==> config.mk <==
export PLATFORM = sky130hd
export DESIGN_NAME = rec_tran
export DESIGN_NICKNAME = d
export VERILOG_FILES = /design/src/rtl/rec_tran.sv
export SDC_FILE = /design/constraint.sdc
export NUM_CORES = 1
export LEC_CHECK = 0
export CAP_MARGIN = 5
export CORE_MARGIN = 4
export CORE_UTILIZATION = 65
export DETAILED_ROUTE_END_ITERATION = 6
export GPL_TIMING_DRIVEN = 1
export PLACE_DENSITY = 0.92
export SLEW_MARGIN = 15
export SYNTH_ARGS = -nofsm -noshare
export SYNTH_HDL_FRONTEND = slang
export SYNTH_SLANG_ARGS = --single-unit
==> constraint.sdc <==
create_clock -name i_clk -period 6.7 [get_ports i_clk]
set_input_delay 1.005 -clock i_clk [delete_from_list [all_inputs] [get_ports i_clk]]
set_output_delay 1.005 -clock i_clk [all_outputs]
set_load 0.01 [all_outputs]
==> src/rtl/rec_tran.sv <==
`default_nettype none
// ============================================================================
// Module   : rec_tran
// Purpose  : 16x-oversampled OTN frame receiver with FAS hunt, byte
//            deserializer, XOR parity check and ACK/NACK return line.
// Revision : 1.0 - initial release
// ============================================================================
module rec_tran #(
  parameter int          FRAME_BYTES = 4164,
  parameter logic [47:0] FAS_PATTERN = 48'h282828F6F6F6
) (
  input  logic       i_clk,
  input  logic       i_rst,
  input  logic       i_sclk_en_16_x_baud,
  input  logic       i_otn_rx_data,
  input  logic       i_arq_en,
  input  logic       i_force_nack,
  output logic [7:0] o_frame_data,
  output logic       o_frame_data_valid,
  output logic       o_frame_data_fas,
  output logic       o_frame_done,
  output logic       o_frame_err,
  output logic       o_otn_tx_ack
);

  localparam logic [2:0]  c_st_hunt      = 3'd0;
  localparam logic [2:0]  c_st_recv      = 3'd1;
  localparam logic [2:0]  c_st_check     = 3'd2;
  localparam logic [2:0]  c_st_ack_start = 3'd3;
  localparam logic [2:0]  c_st_ack_bit   = 3'd4;
  localparam logic [2:0]  c_st_ack_stop  = 3'd5;
  // Index of the last byte after FAS (the parity byte)
  localparam logic [12:0] c_last_byte    = 13'(FRAME_BYTES - 7);

  logic [2:0]  r_state, w_next_state;
  logic [2:0]  r_sync;
  logic        r_line_prev;
  logic [3:0]  r_phase;
  logic [47:0] r_sr;
  logic [5:0]  r_hunt_cnt;
  logic [7:0]  r_byte;
  logic [2:0]  r_bit_cnt;
  logic [12:0] r_byte_cnt;
  logic [7:0]  r_parity;
  logic        r_ack;
  logic [3:0]  r_ack_cnt;
  logic [7:0]  r_data;
  logic        r_valid;
  logic        r_fas;

  logic        w_line, w_sample, w_match, w_byte_done, w_ack_wrap, w_err;
  logic [7:0]  w_new_byte;

  assign w_line      = r_sync[2];
  assign w_sample    = i_sclk_en_16_x_baud && (r_phase == 4'd8);
  assign w_match     = (r_state == c_st_hunt) && (r_hunt_cnt == 6'd48) && (r_sr == FAS_PATTERN);
  assign w_byte_done = (r_state == c_st_recv) && w_sample && (r_bit_cnt == 3'd7);
  assign w_new_byte  = {w_line, r_byte[7:1]};
  assign w_ack_wrap  = i_sclk_en_16_x_baud && (r_ack_cnt == 4'd15);
  assign w_err       = (r_parity != 8'h00) || i_force_nack;

  always_ff @(posedge i_clk) begin
    if (i_rst) r_state <= c_st_hunt;
    else       r_state <= w_next_state;
  end

  always_comb begin
    w_next_state = r_state;
    case (r_state)
      c_st_hunt:      if (w_match) w_next_state = c_st_recv;
      c_st_recv:      if (w_byte_done && (r_byte_cnt == c_last_byte)) w_next_state = c_st_check;
      c_st_check:     w_next_state = i_arq_en ? c_st_ack_start : c_st_hunt;
      c_st_ack_start: if (w_ack_wrap) w_next_state = c_st_ack_bit;
      c_st_ack_bit:   if (w_ack_wrap) w_next_state = c_st_ack_stop;
      c_st_ack_stop:  if (w_ack_wrap) w_next_state = c_st_hunt;
      default:        w_next_state = c_st_hunt;
    endcase
  end

  always_comb begin
    o_frame_done = (r_state == c_st_check);
    o_frame_err  = (r_state == c_st_check) && w_err;
    case (r_state)
      c_st_ack_start: o_otn_tx_ack = 1'b0;
      c_st_ack_bit:   o_otn_tx_ack = r_ack;
      c_st_ack_stop:  o_otn_tx_ack = 1'b0;
      default:        o_otn_tx_ack = 1'b1;
    endcase
  end

  assign o_frame_data       = r_data;
  assign o_frame_data_valid = r_valid;
  assign o_frame_data_fas   = r_fas;

  always_ff @(posedge i_clk) begin
    if (i_rst) begin
      r_sync      <= 3'b111;
      r_line_prev <= 1'b1;
      r_phase     <= 4'd0;
      r_sr        <= 48'd0;
      r_hunt_cnt  <= 6'd0;
      r_byte      <= 8'd0;
      r_bit_cnt   <= 3'd0;
      r_byte_cnt  <= 13'd0;
      r_parity    <= 8'd0;
      r_ack       <= 1'b1;
      r_ack_cnt   <= 4'd0;
      r_data      <= 8'd0;
      r_valid     <= 1'b0;
      r_fas       <= 1'b0;
    end else begin
      r_sync  <= {r_sync[1:0], i_otn_rx_data};
      r_valid <= 1'b0;
      r_fas   <= 1'b0;
      // Any transition re-centres the sampling point 8 strobes later
      if (i_sclk_en_16_x_baud) begin
        r_line_prev <= w_line;
        r_phase     <= (w_line != r_line_prev) ? 4'd0 : r_phase + 4'd1;
      end
      case (r_state)
        c_st_hunt: begin
          if (w_match) begin
            r_fas      <= 1'b1;
            r_sr       <= 48'd0;
            r_hunt_cnt <= 6'd0;
            r_byte     <= 8'd0;
            r_bit_cnt  <= 3'd0;
            r_byte_cnt <= 13'd0;
            r_parity   <= 8'd0;
          end else if (w_sample) begin
            r_sr <= {w_line, r_sr[47:1]};
            if (r_hunt_cnt != 6'd48) r_hunt_cnt <= r_hunt_cnt + 6'd1;
          end
        end
        c_st_recv: begin
          if (w_sample) begin
            r_byte    <= w_new_byte;
            r_bit_cnt <= r_bit_cnt + 3'd1;
            if (r_bit_cnt == 3'd7) begin
              r_data     <= w_new_byte;
              r_valid    <= 1'b1;
              r_parity   <= r_parity ^ w_new_byte;
              r_byte_cnt <= r_byte_cnt + 13'd1;
            end
          end
        end
        c_st_check: begin
          r_ack     <= ~w_err;
          r_ack_cnt <= 4'd0;
        end
        default: begin
          if (i_sclk_en_16_x_baud) r_ack_cnt <= r_ack_cnt + 4'd1;
        end
      endcase
    end
  end

endmodule
`default_nettype wire

==> summary.txt <==
Critical path
  • Slowest library cell on the worst path: nand3_1
  • Category of the worst setup path capture point: register
  • Critical path type: in -> reg
  • Slack of the worst reg-to-reg path: 3520 ps
  • Launch point of the worst reg-to-reg path: r_hunt_cnt[0]
  • Sequence of cells on the critical path: clkdlybuf4s50_1 -> and4b_1 -> nand3_1 -> nand2_1 -> mux2_2
  • Crit path largest cell delay: 770 ps
  • Kind of start point of the critical path: primary input
  • Buffer and inverter count on the worst path: 1
  • Critical Path Source: i_sclk_en_16_x_baud
  • Crit-path leading delay family: simple AND/OR/NAND/NOR gates
  • Worst endpoint required time: 6970 ps
  • Crit-path max FO: 27
  • Arrival time reported for the critical path endpoint: 3720 ps
  • Capturing point of the worst reg2reg path: r_sr[43]
  • Logic depth of the worst register-to-register path: 8
  • Crit path depth: 5
  • Worst setup endpoint: r_byte_cnt[1]

Routing
  • DR pass1 iterations: 5
  • Total wire length: 9820 um
  • Remaining DRCs: 0
  • Routed length on met3: 536 um
  • Vias post-DR: 4058
  • Starting DRT DRC Count: 299
  • Routed via count divided by cell count: 6.07
  • Number of nets with antenna violations after routing: 0
  • Length of routed met2 wiring: 4770 um
  • Length of routed wiring on met1: 4340 um
  • Highest layer used for signal routing: met4
  • DR WL/cell: 14.7 um

Final layout
  • Layout-stage area growth over the synthesis result: 8.44%
  • Final nets: 582
  • Sequential cell area in the final layout: 2220 sq um
  • Antenna Diode Count: 0
  • Fillers: 521
  • Layout cell share with drive strength beyond 1: 0.0629
  • Area used by multi-input combinational logic: 2280 sq um
  • Final standard cell utilization of the core: 0.738

Timing
  • Tcrit/Tclk final: 0.515
  • Setup total negative slack: 0 ps
  • Max frequency: 290 MHz
  • Slew Limit Headroom: 0.300
  • Pins Over Slew Limit: 0
  • Transition time at the pin with the least slew margin: 1050 ps
  • Unrepaired setup endpoints after global routing: no
  • Final Hold Fails: 0
  • Final setup viols: 0
  • Clock skew: 13.6 ps
  • Min cycle time layout: 3450 ps
  • Min Hold Slack: 420 ps

Logic synthesis
  • Portion of the post-synthesis area used by sequential elements: 0.473
  • Number of warnings issued by yosys: 0
  • #FFs+latches synth: 111
  • Commonest cells in the synthesized netlist: nand2_1, dfxtp_1, a21oi_1, clkbuf_1
  • Post-synthesis cell type with the largest combined area: dfxtp_1
  • Area of the mapped netlist: 4700 sq um
  • Number of distinct standard cells referenced by the synthesized netlist: 48
  • Largest cells by area after synthesis: dfxtp_1, nand2_1, a21oi_1
  • Prevailing post-synth register cell: dfxtp_1
  • Ys async rst share: 0
  • Fraction of post-synthesis cell area in the top cell type by area: 0.473
  • Number of enable-type register cells in the synthesized netlist: 0
  • Synthesized net count: 586
  • Count leader, synth: nand2_1
  • Mean instance size in the synthesized netlist: 8.23 sq um
  • Syn Inst Count: 571

Floorplan
  • Die X: 93.0 um
  • I/O pin count: 19
  • Die area: 8650 sq um
  • Placement Rows: 30
  • Area of the placeable core: 6910 sq um
  • Starting density of the core: 0.680
  • Vertical die dimension: 93.0 um

Clocking
  • Maximum buffer depth of the clock tree: 2
  • Cts hold-fix bufs: 0
  • Clock transition at the registers of the reported paths: 100 ps
  • Clock network latency to the later pin of the worst-skew pair: 380 ps
  • Total CTS buffers: 9
  • TritonCTS clock tree: yes
  • Number of instances resized during post-cts repair: 0
  • Post-CTS setup repair buffer count: 0
  • Total number of clock tree sinks: 111
  • Root Buffer Master: clkbuf_8
  • H-tree Lvls: 3

Power and ir drop
  • P per Cell Area: 223 nW/um^2
  • Total Power Consumption: 1.13 mW
  • Peak ir drop on the vdd network: 0.293 mV
  • Reported leakage power: 1.63 nW

Global routing
  • Global-route wire length before repair: 16800 um
  • Pin count of the biggest net entering global routing: 61
  • Overall track demand over capacity in global routing: 0.237
  • Number of global-route vias before repair: 3654
  • Number of antenna violations at the first check in global routing: 0
  • Total global routing overflow: 0

Placement
  • Routability congestion estimate from global placement: 0.838
  • Total half-perimeter wirelength after legalization and detailed placement: 6110 um
  • Buffers added on ports: 18

Run status
  • Result of the run: completed

Flow run
  • Number of maximum-capacitance violations: 0

Hold path
  • Kind of path behind the tightest hold check: reg -> reg
## layer usage
layer	up-vias	GRT usage
li1	2003	-
met1	1920	0.312
met2	116	0.379
met3	19	0.0603
met4	0	0.0855
met5	-	0
## report_power, final
part | switching [mW] | internal (mW)
sequential | 0.00179 | 0.661
clock | 0.234 | 0.216
combinational | 0.0149 | 0.00743
total | 0.250 | 0.884
## logic make-up (layout without fill, tap and decap cells)
logic type,count (synthesis),in the layout,synth area share
and+or+nand+nor,268,268,0.280
adders and majority gates,9,9,0.0240
muxes,3,3,0.00693
xor gates and xnor gates,7,7,0.0131
buffers and inverters,46,47,0.0413
DFF,111,111,0.473
AOI/OAI and AO/OA,127,127,0.162
## worst min-delay path by stage
stage,end,depth (start not counted),startpoint
after detailed placement,r_sync[2],1,r_sync[1]
after global placement,r_sync[2],1,r_sync[1]
after floorplan,r_sync[1],1,r_sync[0]
after global routing,r_sync[2],1,r_sync[1]
final,r_sync[2],1,r_sync[1]
after CTS,r_sync[2],1,r_sync[1]
## flip-flops by register name, summed over array words and instances, names as in the netlist, 4 cells and up
name and flops:
r_byte 7, r_ack_cnt 4, r_byte_cnt 13, r_hunt_cnt 6
r_phase 4, r_parity 8, r_sr 48, o_frame_data 8
## cell type report
cell class | count | share of cell area
flip-flops and latches | 111 | 0.436
well taps | 96 | 0.0236
repair buffers | 23 | 0.0418
multi-input cells | 414 | 0.448
clock buffers | 9 | 0.0243
inverters | 8 | 0.00590
clock inverters | 7 | 0.0204
## cell usage in the layout (no fill, tap or decap), drive strengths merged, types with 6 or more instances in the layout
master / n
a21oi: 77
a311oi: 16
a31oi: 14
and3: 7
buf: 6
clkbuf: 9
clkdlybuf4s50: 17
dfxtp: 111
ha: 9
inv: 10
nand2: 143
nand3: 20
nand3b: 16
nand4: 11
nor2: 20
nor3: 16
nor4bb: 6
or2: 6
## through the flow
stage	setup WS (ps)	area (sq um)	cells
2_1_floorplan	4220	4700	571
3_3_place_gp	2990	4870	652
3_5_place_dp	2880	4870	652
4_1_cts	3260	5090	668
5_1_grt	3020	5090	668
6_report	3250	5090	668
## worst reg2reg max path, delay by kind of cell, from the launching register on
family	cells	cell delay (ps)
flops	1	360
compound gates	1	140
fa+ha+maj	1	150
buf+inv	2	580
simple gates	4	1820
No activity file was read; power rests on OpenSTA's default activity.
